==> config.mk <==
export PLATFORM = sky130hd
export DESIGN_NAME = counter_mod_flat
export DESIGN_NICKNAME = d
export VERILOG_FILES = /design/src/rtl/counter_mod_if.sv /design/src/rtl/counter_mod.sv /design/src/flat_wrapper.sv
export SDC_FILE = /design/constraint.sdc
export NUM_CORES = 1
export LEC_CHECK = 0
export CAP_MARGIN = 15
export CORE_MARGIN = 8
export CORE_UTILIZATION = 43
export DETAILED_ROUTE_END_ITERATION = 7
export HOLD_SLACK_MARGIN = 0.06
export MAX_ROUTING_LAYER = met4
export PLACE_DENSITY = 0.75
export SLEW_MARGIN = 20
export SYNTH_ARGS = -nofsm -noshare
export SYNTH_HDL_FRONTEND = slang
export SYNTH_SLANG_ARGS = --single-unit
==> constraint.sdc <==
create_clock -name clock -period 1.8 [get_ports clock]
set_clock_uncertainty 0.1 [all_clocks]
set_input_delay 0.36 -clock clock [delete_from_list [all_inputs] [get_ports clock]]
set_output_delay 0.36 -clock clock [all_outputs]
set_load 0.005 [all_outputs]
==> src/rtl/counter_mod_if.sv <==
// Control and status bundle for counter_mod: count/direction/load inputs, count value and flags.
// The master drives the controls, and the counter (the slave) returns Q, tc and ovf.
interface counter_mod_if #(
    parameter int unsigned WIDTH = 8
);
    logic             count;
    logic             up_down;
    logic             load;
    logic [WIDTH-1:0] load_value;
    logic [WIDTH-1:0] Q;
    logic             tc;
    logic             ovf;

    modport master (
        output count, up_down, load, load_value,
        input  Q, tc, ovf
    );

    modport slave (
        input  count, up_down, load, load_value,
        output Q, tc, ovf
    );
endinterface

==> src/rtl/counter_mod.sv <==
// Parametrised up/down event counter with parallel load, wrap or saturate mode, a clock-enable
// prescaler, a one-cycle terminal-count pulse and a sticky overflow flag.
module counter_mod #(
    parameter int unsigned WIDTH     = 8,
    parameter int unsigned MAX_VALUE = 255,
    parameter bit          SATURATE  = 1'b0,
    parameter int unsigned PRESCALE  = 1
) (
    input logic          clock,
    input logic          clear,
    counter_mod_if.slave bus
);

    localparam int unsigned      PS_W    = (PRESCALE > 1) ? $clog2(PRESCALE) : 1;
    localparam logic [PS_W-1:0]  PS_LAST = PS_W'(PRESCALE - 1);
    localparam logic [WIDTH:0]   MAX_EXT = (WIDTH + 1)'(MAX_VALUE);

    logic [WIDTH-1:0] q_r;
    logic             tc_r;
    logic             ovf_r;
    logic [PS_W-1:0]  presc;

    logic [WIDTH:0]   q_ext;
    logic [WIDTH:0]   q_step;
    logic [WIDTH:0]   load_ext;
    logic [WIDTH:0]   load_clamp;
    logic             at_top;
    logic             at_bot;
    logic             boundary;
    logic             unused_msbs;

    // Step arithmetic runs one bit wider so that MAX_VALUE = 2^WIDTH-1 wraps cleanly.
    always_comb begin
        q_ext    = {1'b0, q_r};
        at_top   = (q_ext >= MAX_EXT);
        at_bot   = (q_r == '0);
        boundary = bus.up_down ? at_top : at_bot;
        q_step   = q_ext;
        if (bus.up_down) begin
            if (at_top) q_step = SATURATE ? MAX_EXT : '0;
            else        q_step = q_ext + 1'b1;
        end else begin
            if (at_bot) q_step = SATURATE ? '0 : MAX_EXT;
            else        q_step = q_ext - 1'b1;
        end
        load_ext   = {1'b0, bus.load_value};
        load_clamp = (load_ext > MAX_EXT) ? MAX_EXT : load_ext;
    end

    assign unused_msbs = q_step[WIDTH] ^ load_clamp[WIDTH];

    always_ff @(posedge clock) begin
        if (clear) begin
            q_r   <= '0;
            tc_r  <= 1'b0;
            ovf_r <= 1'b0;
            presc <= '0;
        end else if (bus.load) begin
            q_r   <= load_clamp[WIDTH-1:0];
            tc_r  <= 1'b0;
            presc <= '0;
        end else if (bus.count) begin
            if (presc == PS_LAST) begin
                presc <= '0;
                q_r   <= q_step[WIDTH-1:0];
                tc_r  <= boundary;
                if (boundary) ovf_r <= 1'b1;
            end else begin
                presc <= presc + 1'b1;
                tc_r  <= 1'b0;
            end
        end else begin
            tc_r <= 1'b0;
        end
    end

    assign bus.Q   = q_r;
    assign bus.tc  = tc_r;
    assign bus.ovf = ovf_r;

endmodule

==> src/flat_wrapper.sv <==
// flat-port wrapper written by rule: the top's interface ports become plain ports
module counter_mod_flat 
#(
    parameter int unsigned WIDTH     = 8,
    parameter int unsigned MAX_VALUE = 255,
    parameter bit          SATURATE  = 1'b0,
    parameter int unsigned PRESCALE  = 1
)
  (clock, clear, bus_count, bus_up_down, bus_load, bus_load_value, bus_Q, bus_tc, bus_ovf);
  counter_mod_if #(.WIDTH(WIDTH)) bus_i ();
  input logic clock;
  input logic clear;
  input wire logic [$bits(bus_i.count)-1:0] bus_count;
  input wire logic [$bits(bus_i.up_down)-1:0] bus_up_down;
  input wire logic [$bits(bus_i.load)-1:0] bus_load;
  input wire logic [$bits(bus_i.load_value)-1:0] bus_load_value;
  output wire logic [$bits(bus_i.Q)-1:0] bus_Q;
  output wire logic [$bits(bus_i.tc)-1:0] bus_tc;
  output wire logic [$bits(bus_i.ovf)-1:0] bus_ovf;
  assign bus_i.count = bus_count;
  assign bus_i.up_down = bus_up_down;
  assign bus_i.load = bus_load;
  assign bus_i.load_value = bus_load_value;
  assign bus_Q = bus_i.Q;
  assign bus_tc = bus_i.tc;
  assign bus_ovf = bus_i.ovf;
  counter_mod #(.WIDTH(WIDTH), .MAX_VALUE(MAX_VALUE), .SATURATE(SATURATE), .PRESCALE(PRESCALE)) u_core (.clock(clock), .clear(clear), .bus(bus_i));
endmodule
* Yosys cells after proc, flatten, opt, wreduce, memory -nomap -nowiden
Index checks and enable logic that the tools add are counted.
** Storage, ports and cells
- Logic and storage cells :: 26
- Output and inout port bits :: 10
- Register bits after elaboration :: 11
- Input port bits :: 13
** Cells by class
- Magnitude comparators :: 1
- Reductions and logical operators :: 6
- Bitwise logic cells :: 3
- Mux-type cells :: 8
- Add/subtract/negate cells :: 3
- Equal/unequal tests :: 1
** Operator list (count)
- 8-bit 2-to-1 mux :: 6
- 8-bit by 1-bit adder with 8-bit output (second input constant) :: 1
- 8-bit greater-or-equal comparator (second input constant) :: 1
- 8-bit logical NOT :: 1
- 8-bit by 1-bit subtractor with 8-bit output (second input constant) :: 1
- 4-bit AND reduction :: 1
- 4-bit OR reduction :: 1
- 1-bit inverter :: 3
- 1-bit 2-to-1 mux :: 2
- 2-bit != test (second input constant) :: 1
- 2-bit AND reduction :: 1
- 2-bit nonzero test :: 1
- 2-bit OR reduction :: 1
- 1-bit adder (second input constant) :: 1

* Depth between registers and ports, before layout
- Depth after elaboration :: 6
- Mapped depth :: 7
- Mapped depth without buffers :: 6

* Worst setup path after synthesis
No wires, ideal clock.
- Path type :: reg2reg
- Start point :: register u_core.q_r[0], in the netlist u_core.bus.Q[0]
- End point :: register u_core.q_r[0], in the netlist u_core.bus.Q[0]
- Clock period less this slack :: 1942 ps
- Library setup time :: 73 ps
- Buffers on the path :: 1
- Slack :: -142 ps
- Data required time :: 1627 ps
- Cell stages (with the launch flop) :: 8
- Data arrival time :: 1769 ps
- Cell sequence :: dfxtp_1 -> buf_2 -> inv_1 -> ha_1 -> or3b_2 -> or2_4 -> o221a_1 -> nor3_2
** Between the ends
- Longest elaborated chain between the ends :: 6
- Elaborated cells between the ends (all ways) :: 10
- Classes of those cells :: add/sub: 2; order compare: 1; mux: 6; reduce/logical: 1
** RTL lines
- from (decl) :: line counter_mod.sv:18 : logic [WIDTH-1:0] q_r;
- from (signal assigned) :: line counter_mod.sv:59 : q_r <= load_clamp[WIDTH-1:0];
- from (signal assigned) :: line counter_mod.sv:65 : q_r <= q_step[WIDTH-1:0];
- 8-bit by 1-bit subtractor with 8-bit output, or another cell as far along :: line counter_mod.sv:44 : else q_step = q_ext - 1'b1;
- 8-bit 2-to-1 mux, on equally long branches :: line counter_mod.sv:43, counter_mod.sv:40
- 8-bit 2-to-1 mux * :: line counter_mod.sv:39 : if (bus.up_down) begin
- 8-bit 2-to-1 mux * :: line counter_mod.sv:63 : if (presc == PS_LAST) begin
- 8-bit 2-to-1 mux * :: line counter_mod.sv:62 : end else if (bus.count) begin
- 8-bit 2-to-1 mux * :: line counter_mod.sv:58 : end else if (bus.load) begin
Mark *: on every way between the ends. The rest lies on a longest branch, timed or not. The select of a mux whose other input is x is not followed.
A chain may end at the register's enable or synchronous reset.

* Worst setup path after layout
- Start point :: register u_core.q_r[0], in the netlist u_core.bus.Q[0]
- End point :: output bus_Q[0]
** RTL lines
- to (decl) :: line flat_wrapper.sv:17 : output wire logic [$bits(bus_i.Q)-1:0] bus_Q;
No word-level cell between the ends.

==> results_dict.tcl <==
set metrics [dict create \
    fin_util 0.700 \
    async_flop_share 0 \
    port_buffers 22 \
    multiInputGateArea_um2 637 \
    cts_tree "built" \
    worstSetupEndpointType "output port" \
    setup_violations 0 \
    syn-cell-area_um2 882 \
    viasPerCell 5.81 \
    drc 0 \
    wire_per_inst_um 16.5 \
    synth_nets 131 \
    crit_cells 2 \
    grt_pass1_vias 1004 \
    path_buf_inv 2 \
    register_area_um2 210 \
    worstMarginPinSlew_ns 0.425 \
    post_dp_cell_area_um2 1260 \
    ys_seq_area_frac 0.227 \
    ys_types 42 \
    dr.pass1.iters 4 \
    worstPathRequired_ns 1.34 \
    synth_edf_count 0 \
    vias 1052 \
    reg2reg_depth 4 \
    synth_flop_cell "dfxtp_1" \
    drv_cap 0 \
    gp_congestion 0.895 \
    path_class "reg -> out" \
    drtIter0Drc 57 \
    min_period_ns 1.77 \
    syn_inst 115 \
    finalHoldViolCount 0 \
    grt_start_max_net_pins 10 \
    area_delta_synth_final_pct 54.2 \
    cts-htree-levels 1 \
    hpwlAfterDp_um 2180 \
    num_antenna_cells 0 \
    routed_wl_um 2990 \
    cp-start-kind "register" \
    clockRootBuffer "clkbuf_4" \
    drv_slew 0 \
    worstHoldPathCells 2 \
    crit_fanout 9 \
    ys_ff_latch 10 \
    drive_above_1_share 0.305 \
    start_util 0.454 \
    overflow 0 \
    clock.fmax_mhz 564 \
    core.rowCount 16 \
    arrival_ns 1.31 \
    cts_buffer_depth 2 \
    cp_top_family "buffers and inverters" \
    outcome "complete, no violations" \
    p_leak_nw 0.532 \
    die_x_um 61.3 \
    groute.usage.overall 0.174 \
    fin_area_um2 1360 \
    period_share 0.985 \
    clk-insertion-delay-late_ns 0.28 \
    cts_buffers 3 \
    crit_path_max_incr_delay_ns 0.52 \
    clock-sinks 10 \
    core-area_um2 1940 \
    path_clk_slew_ns 0.09 \
    maxSlewHeadroom 0.714 \
    power.density_nw_per_um2 601 \
    crit_slowest_cell "clkdlybuf4s50_1" \
    io-pin-count 23 \
    nFillCells 167 \
    path_cells "buf_6 > clkdlybuf4s50_1" \
    dieArea_um2 3760 \
    holdBufCountCts 0 \
    min_path_type "reg -> reg" \
    syn_area_per_cell_um2 7.67 \
    grt_antenna_before_repair 0 \
    ant_nets 0 \
    dieHeight_um 61.3 \
    nNetsFinal 171 \
    irDropWorstVdd_uv 517 \
    grt_pass1_wl_um 4770 \
    synth_warnings 0 \
]
layout make-up:
class / instances / share of cell area
clock buffer: 4 / 0.0267
sequential: 10 / 0.155
multi-input combinational: 86 / 0.468
timing repair buffer: 46 / 0.302
tap: 27 / 0.0248
inverter: 8 / 0.0239
kinds of logic after synthesis:
family	Yosys count	synth area share
and+or+nand+nor	38	0.272
AOI/OAI and AO/OA	37	0.284
buffers and inverters	19	0.0936
DFF	10	0.227
xor gates and xnor gates	7	0.0695
adders and majority gates	3	0.0426
muxes	1	0.0113
routing by layer:
| layer | vias up | wire (um) | GRT usage |
|---|---|---|---|
| met4 | 0 | 80 | 0.0731 |
| met2 | 55 | 1440 | 0.269 |
| met1 | 489 | 1240 | 0.212 |
| met5 | - | 0 | - |
| li1 | 498 | - | - |
| met3 | 10 | 229 | 0.0355 |
layout by cell type (no fill, tap or decap), types with 2 or more instances in the layout:
cell type	count
nor3b_1	2
nor3_2	2
buf_6	3
a21oi_1	14
or3_1	2
o21ai_0	5
nand2_1	2
a221oi_1	2
ha_4	2
inv_1	6
o21a_1	2
nor2b_1	4
clkdlybuf4s50_1	21
dfxtp_1	4
xnor2_1	5
nand3_1	4
o211ai_1	3
nor3_1	6
and2_1	2
a41o_1	2
xor2_1	2
clkbuf_4	3
buf_4	21
nor2_1	3
dfxtp_2	5
power by group:
group | leakage [nW] | switching [W] | internal [W]
combinational | 0.426 | 0.000150 | 0.000182
sequential | 0.0846 | 0.0000172 | 0.000239
clock | 0.0210 | 0.000105 | 0.000123
total | 0.532 | 0.000273 | 0.000544
worst register-to-register path, stage by stage (launching register included):
cell	delay [ns]
dfxtp_2	0.34
or4_4	0.58
or2_4	0.30
o221a_1	0.26
nor3_2	0.10
timing repair:
item	CTS	global route
setup endpoints to repair	4	10
buffers inserted	0	1
pin swaps	0	1
cloned	0	0
gates resized for setup	6	14
state kept, by name (all words and copies together), names as in the netlist:
| name | cells |
|---|---|
| u_core.bus.Q | 8 |
| u_core.bus.tc | 1 |
| u_core.bus.ovf | 1 |
final timing paths:
check	from	to	slack, ns
worst max register to register	u_core.bus.Q[3]	u_core.bus.Q[0]	0.06
worst min register to register	u_core.bus.ovf	u_core.bus.ovf	0.35
worst max-delay path	u_core.bus.Q[0]	bus_Q[0]	0.03
worst min-delay path	u_core.bus.ovf	u_core.bus.ovf	0.35
Yosys cell counts, drive strengths merged (2+ instances only):
cell type	n	share of area
o21a	2	0.017
nand2	2	0.0085
o21ai	6	0.034
xor2	2	0.020
buf	4	0.030
clkbuf	7	0.030
nor2b	4	0.028
o211ai	3	0.026
nand3	4	0.023
a21oi	14	0.079
and4	2	0.021
nor3	8	0.051
nor2	3	0.013
or3	2	0.014
a221oi	2	0.020
and2	2	0.014
xnor2	5	0.050
inv	8	0.034
a41o	2	0.023
nor3b	3	0.026
dfxtp	10	0.23
ha	3	0.043
stage by stage:
stage	power (W)	TNS [ns]	worst slack (ns)	cells	hold WS, ns
floorplan	0.000427	0	0.00413	115	0.342
global placement	0.000555	-0.0551	-0.0551	176	0.333
detailed placement	0.000561	-0.140	-0.0951	176	0.339
CTS	0.000787	0	0.00393	180	0.352
global route	0.000854	-0.00425	-0.00301	181	0.384
finish	0.000817	0	0.0268	181	0.348
(Power assumes the default switching activity.)
==> patch 1: new RTL, same flow settings <==
`SATURATE` is set to 1'b0 in 2 places; all go to 1'b1.
--- a/src/rtl/counter_mod.sv
+++ b/src/rtl/counter_mod.sv
@@ -3,7 +3,7 @@
 module counter_mod #(
     parameter int unsigned WIDTH     = 8,
     parameter int unsigned MAX_VALUE = 255,
-    parameter bit          SATURATE  = 1'b0,
+    parameter bit          SATURATE  = 1'b1,
     parameter int unsigned PRESCALE  = 1
 ) (
     input logic          clock,
--- a/src/flat_wrapper.sv
+++ b/src/flat_wrapper.sv
@@ -3,7 +3,7 @@
 #(
     parameter int unsigned WIDTH     = 8,
     parameter int unsigned MAX_VALUE = 255,
-    parameter bit          SATURATE  = 1'b0,
+    parameter bit          SATURATE  = 1'b1,
     parameter int unsigned PRESCALE  = 1
 )
   (clock, clear, bus_count, bus_up_down, bus_load, bus_load_value, bus_Q, bus_tc, bus_ovf);
Behaviour: not the same (Yosys sat finds a counterexample within 4 cycles, from zero or initial values).
==> patch 1 against the unedited design <==
- final area decreased by 2.3%
- synthesized area up 3.1%
- count of clock-buffer cells in the layout unchanged
- utilization fell by 3.0 points
- worst setup slack improved by 0.018 ns
- via count increased by 0.38%
- wire length down 3.1%
- worst hold slack gained 0.031 ns
- power shrank 4.6%
- die area increased by 2.3%
- cell count increased by 1.1%
- non-clock buffer count down 5
- sequential cell count unchanged
==> patch 1: results (changes against the unedited design) <==
- Outcome: finished, final reports clean
- Compound-gate portion of the synthesized area: 0.314 (+0.0299)
- Hold Worst Slack: 0.379 ns (+0.0311 ns)
- CP delay by family, top: compound AO/OA/AOI/OAI gates
- Met2 usage: 0.280 (+0.0116)
- Adder-cell area share of the yosys netlist: 0.0413 (-0.00129)
- Gp weighted congestion: 0.950 (+6.1%)
- Routed length on met3: 201 µm (-12%)
- Worst path slowest cell: a2111oi_0
- CP endpoint: u_core.bus.Q[7]$_SDFFE_PP0P_
- Share of cells above drive strength 1: 0.276 (-0.0296)
- Main area contributors after synthesis: dfxtp_1 22%, a21oi_1 9.9%, nor2_1 5.4%, ha_1 4.1%, nor3b_1 4.1%
- Grt met3 use: 0.0494 (+0.0139)
- Arrival time worst endpoint: 1.84 ns (+0.53 ns)
- Metal2 WL: 1410 µm (-2.0%)
- Buffers outside the clock class: 41 (-11%)
- Dpl ws: -0.0243 ns (+0.0707 ns)
- Register area: 215 µm² (+2.4%)
- NonClk Buf Share: 0.273 (-0.0287)
- Pin count of the biggest net entering global routing: 15 (+5)
- Net Count, Synth: 137 (+4.6%)
- Metal1 wirelength: 1260 µm (+1.5%)
- Wire per inst: 15.8 µm (-4.2%)
- Drt initial violations: 35 (-39%)
- Max rail drop VDD: 384 µV (-26%)
==> patch 1: cell types whose count changed after synthesis, moves of 3 or more <==
cell / unedited run / this run
clkbuf_1: 7 / 3
nor3_1: 7 / 4
o31ai_1: 0 / 3
xnor2_1: 5 / 0
nor2_1: 3 / 13
o21ai_0: 6 / 3
nor2b_1: 4 / 0
a21oi_1: 14 / 18
==> patch 1: power breakdown <==
group / leakage, nW / switching, mW / internal, mW / total [mW]
Clock: 0.0210 / 0.103 / 0.123 / 0.226
Sequential: 0.0856 / 0.0329 / 0.238 / 0.271
Combinational: 0.380 / 0.126 / 0.156 / 0.282
Total: 0.487 / 0.261 / 0.518 / 0.779
==> patch 1: stage by stage <==
step / cells / instance area, µm²
after global routing: 183 / 1330
final: 183 / 1330
after global placement: 179 / 1240
after floorplan: 121 / 912
after CTS: 183 / 1290
after detailed placement: 179 / 1240
==> patch 2: new RTL, same flow settings <==
Made on the original files. Add an input register stage for `clear`, without a reset; this delays it by one clock. The other inputs are not delayed to match.
--- a/src/rtl/counter_mod.sv
+++ b/src/rtl/counter_mod.sv
@@ -14,6 +14,12 @@
     localparam int unsigned      PS_W    = (PRESCALE > 1) ? $clog2(PRESCALE) : 1;
     localparam logic [PS_W-1:0]  PS_LAST = PS_W'(PRESCALE - 1);
     localparam logic [WIDTH:0]   MAX_EXT = (WIDTH + 1)'(MAX_VALUE);
+
+    logic clear_q;
+
+    always_ff @(posedge clock) begin
+        clear_q <= clear;
+    end
 
     logic [WIDTH-1:0] q_r;
     logic             tc_r;
@@ -50,7 +56,7 @@
     assign unused_msbs = q_step[WIDTH] ^ load_clamp[WIDTH];
 
     always_ff @(posedge clock) begin
-        if (clear) begin
+        if (clear_q) begin
             q_r   <= '0;
             tc_r  <= 1'b0;
             ovf_r <= 1'b0;
Check against the original RTL: not equivalent (a bounded check fails within 4 cycles, from zero or initial values).
==> patch 2 against the unedited design <==
- wire length fell by 13%
- worst setup slack improved by 0.013 ns
- sequential cell count rose by 1
- die area rose by 1.7%
- final area fell by 5.2%
- count of clock-buffer cells in the layout did not move
- power fell by 8.5%
- sequential power rose by 14%
- via count fell by 7.3%
- synthesized area rose by 2.3%
==> patch 2: results (changes against the unedited design) <==
- Net Count, Synth: 129 (-1.5%)
- Post-synthesis mux area share: 0.0111 (-0.000252)
- Reg clk slew, reported paths: 0.07 ns (-0.02 ns)
- GRT met1 Usage: 0.181 (-0.0312)
- Pin count of the biggest net entering global routing: 18 (+8)
- Final nets: 164 (-4.1%)
- Total track usage: 0.153 (-0.0202)
- Final period utilization: 0.978 (-0.00732)
- Top Metal Used: met4
- Met2 usage: 0.250 (-0.0190)
- Most frequent cells after synthesis: 11 x a21oi_1, 11 x dfxtp_1, 9 x inv_1
- Worst Path Max Fanout: 9 (unchanged)
- Avg Inst Size Synth: 7.98 µm² (+4.1%)
- Hold Worst Slack: 0.382 ns (+0.0337 ns)
- Drt initial violations: 29 (-49%)
- Metal2 WL: 1250 µm (-13%)
- Max_slew headroom: 0.782 (+0.0678)
- Ant. Diodes: 0 (unchanged)
- Leak: 0.509 nW (-4.3%)
- PortBufs: 22 (unchanged)
- First-pass GRT wire length: 4320 µm (-9.5%)
- Vias in the first global route: 938 (-6.6%)
- Routed length on met3: 150 µm (-34%)
- Library cells used by synthesis: 49 (+17%)
- Dpl cells: 170 (-3.4%)
- Sequential element share of the synthesized area: 0.244 (+0.0172)
- Routed WL: 2590 µm (-13%)
- Dpl ws: -0.105 ns (-0.00950 ns)
- R2R Path End: u_core.bus.Q[4]$_SDFFE_PP0P_
- Compound-gate portion of the synthesized area: 0.300 (+0.0159)
- Metal1 wirelength: 1170 µm (-5.7%)
- Cell count of the worst reg-to-reg path: 6 (+2)
- Hold Crit Class: register to register
- Max rail drop VDD: 635 µV (+23%)
- Grt met3 use: 0.0473 (+0.0118)
- Share of cells above drive strength 1: 0.245 (-0.0603)
- Syn. warnings: 0 (unchanged)
- Synth async-reset ratio: 0 (unchanged)
- Gp weighted congestion: 0.957 (+7.0%)
- Outcome: finished, final reports clean
- Post_cts resized: 3 (-3)
- Hpwl dp: 2030 µm (-6.6%)
- Num CTS Buffers: 3 (unchanged)
- Adder-cell area share of the yosys netlist: 0.0416 (-0.000944)
- Non-filler cells in the finished layout: 174 (-3.9%)
- Fill count: 190 (+14%)
- Vias: 975 (-7.3%)
- Area share of xor/xnor cells in the synthesized design: 0.0583 (-0.0113)
- Main area contributors after synthesis: dfxtp_1 24%, a21oi_1 6.1%, ha_1 4.2%, xnor2_1 3.9%, inv_1 3.7%
- Arrival time worst endpoint: 1.30 ns
- Dpl cell area: 0.00124 mm² (-1.3%)
- R2R Path Start: u_core.bus.Q[1]$_SDFFE_PP0P_
==> patch 2: cell types whose count changed after synthesis, moves of 3 or more <==
cell / before / now
a21oi_1: 14 / 11
o211ai_1: 3 / 0
nand2_1: 2 / 5
nor3_1: 7 / 4
==> patch 2: worst max-delay path: stages, from the launching register on <==
cell and delay, ns:
dfxtp_1 0.37, buf_6 0.15, clkdlybuf4s50_1 0.50
==> patch 2: worst max path at each step <==
stage / cells past startpoint / startpoint / to
after floorplan: 7 / u_core.bus.Q[0]$_SDFFE_PP0P_ / u_core.bus.Q[4]$_SDFFE_PP0P_
after global routing: 6 / u_core.bus.Q[1]$_SDFFE_PP0P_ / u_core.bus.Q[4]$_SDFFE_PP0P_
after global placement: 5 / bus_up_down / u_core.bus.Q[4]$_SDFFE_PP0P_
after detailed placement: 5 / bus_up_down / u_core.bus.Q[4]$_SDFFE_PP0P_
after CTS: 2 / u_core.bus.Q[0]$_SDFFE_PP0P_ / bus_Q[0]
final: 2 / u_core.bus.Q[0]$_SDFFE_PP0P_ / bus_Q[0]
==> patch 2: area by class of cell <==
class	count	area (µm²)	share of cell area
well taps	27	33.8	0.0262
clock buffers	4	26.3	0.0204
repair buffers	41	367	0.284
flip-flops and latches	11	225	0.175
multi-input cells	82	603	0.468
inverters	9	33.8	0.0262
==> patch 2: cell families after synthesis <==
group / Yosys count
compound gates: 38
simple gates: 34
buf+inv: 20
flops: 11
xor+xnor: 6
fa+ha+maj: 3
mux: 1
==> patch 2: power by group <==
part	leakage (nW)	internal (mW)	switching (mW)	total (mW)
Clock	0.0150	0.0859	0.0877	0.174
Combinational	0.402	0.162	0.120	0.282
Sequential	0.0922	0.262	0.0294	0.291
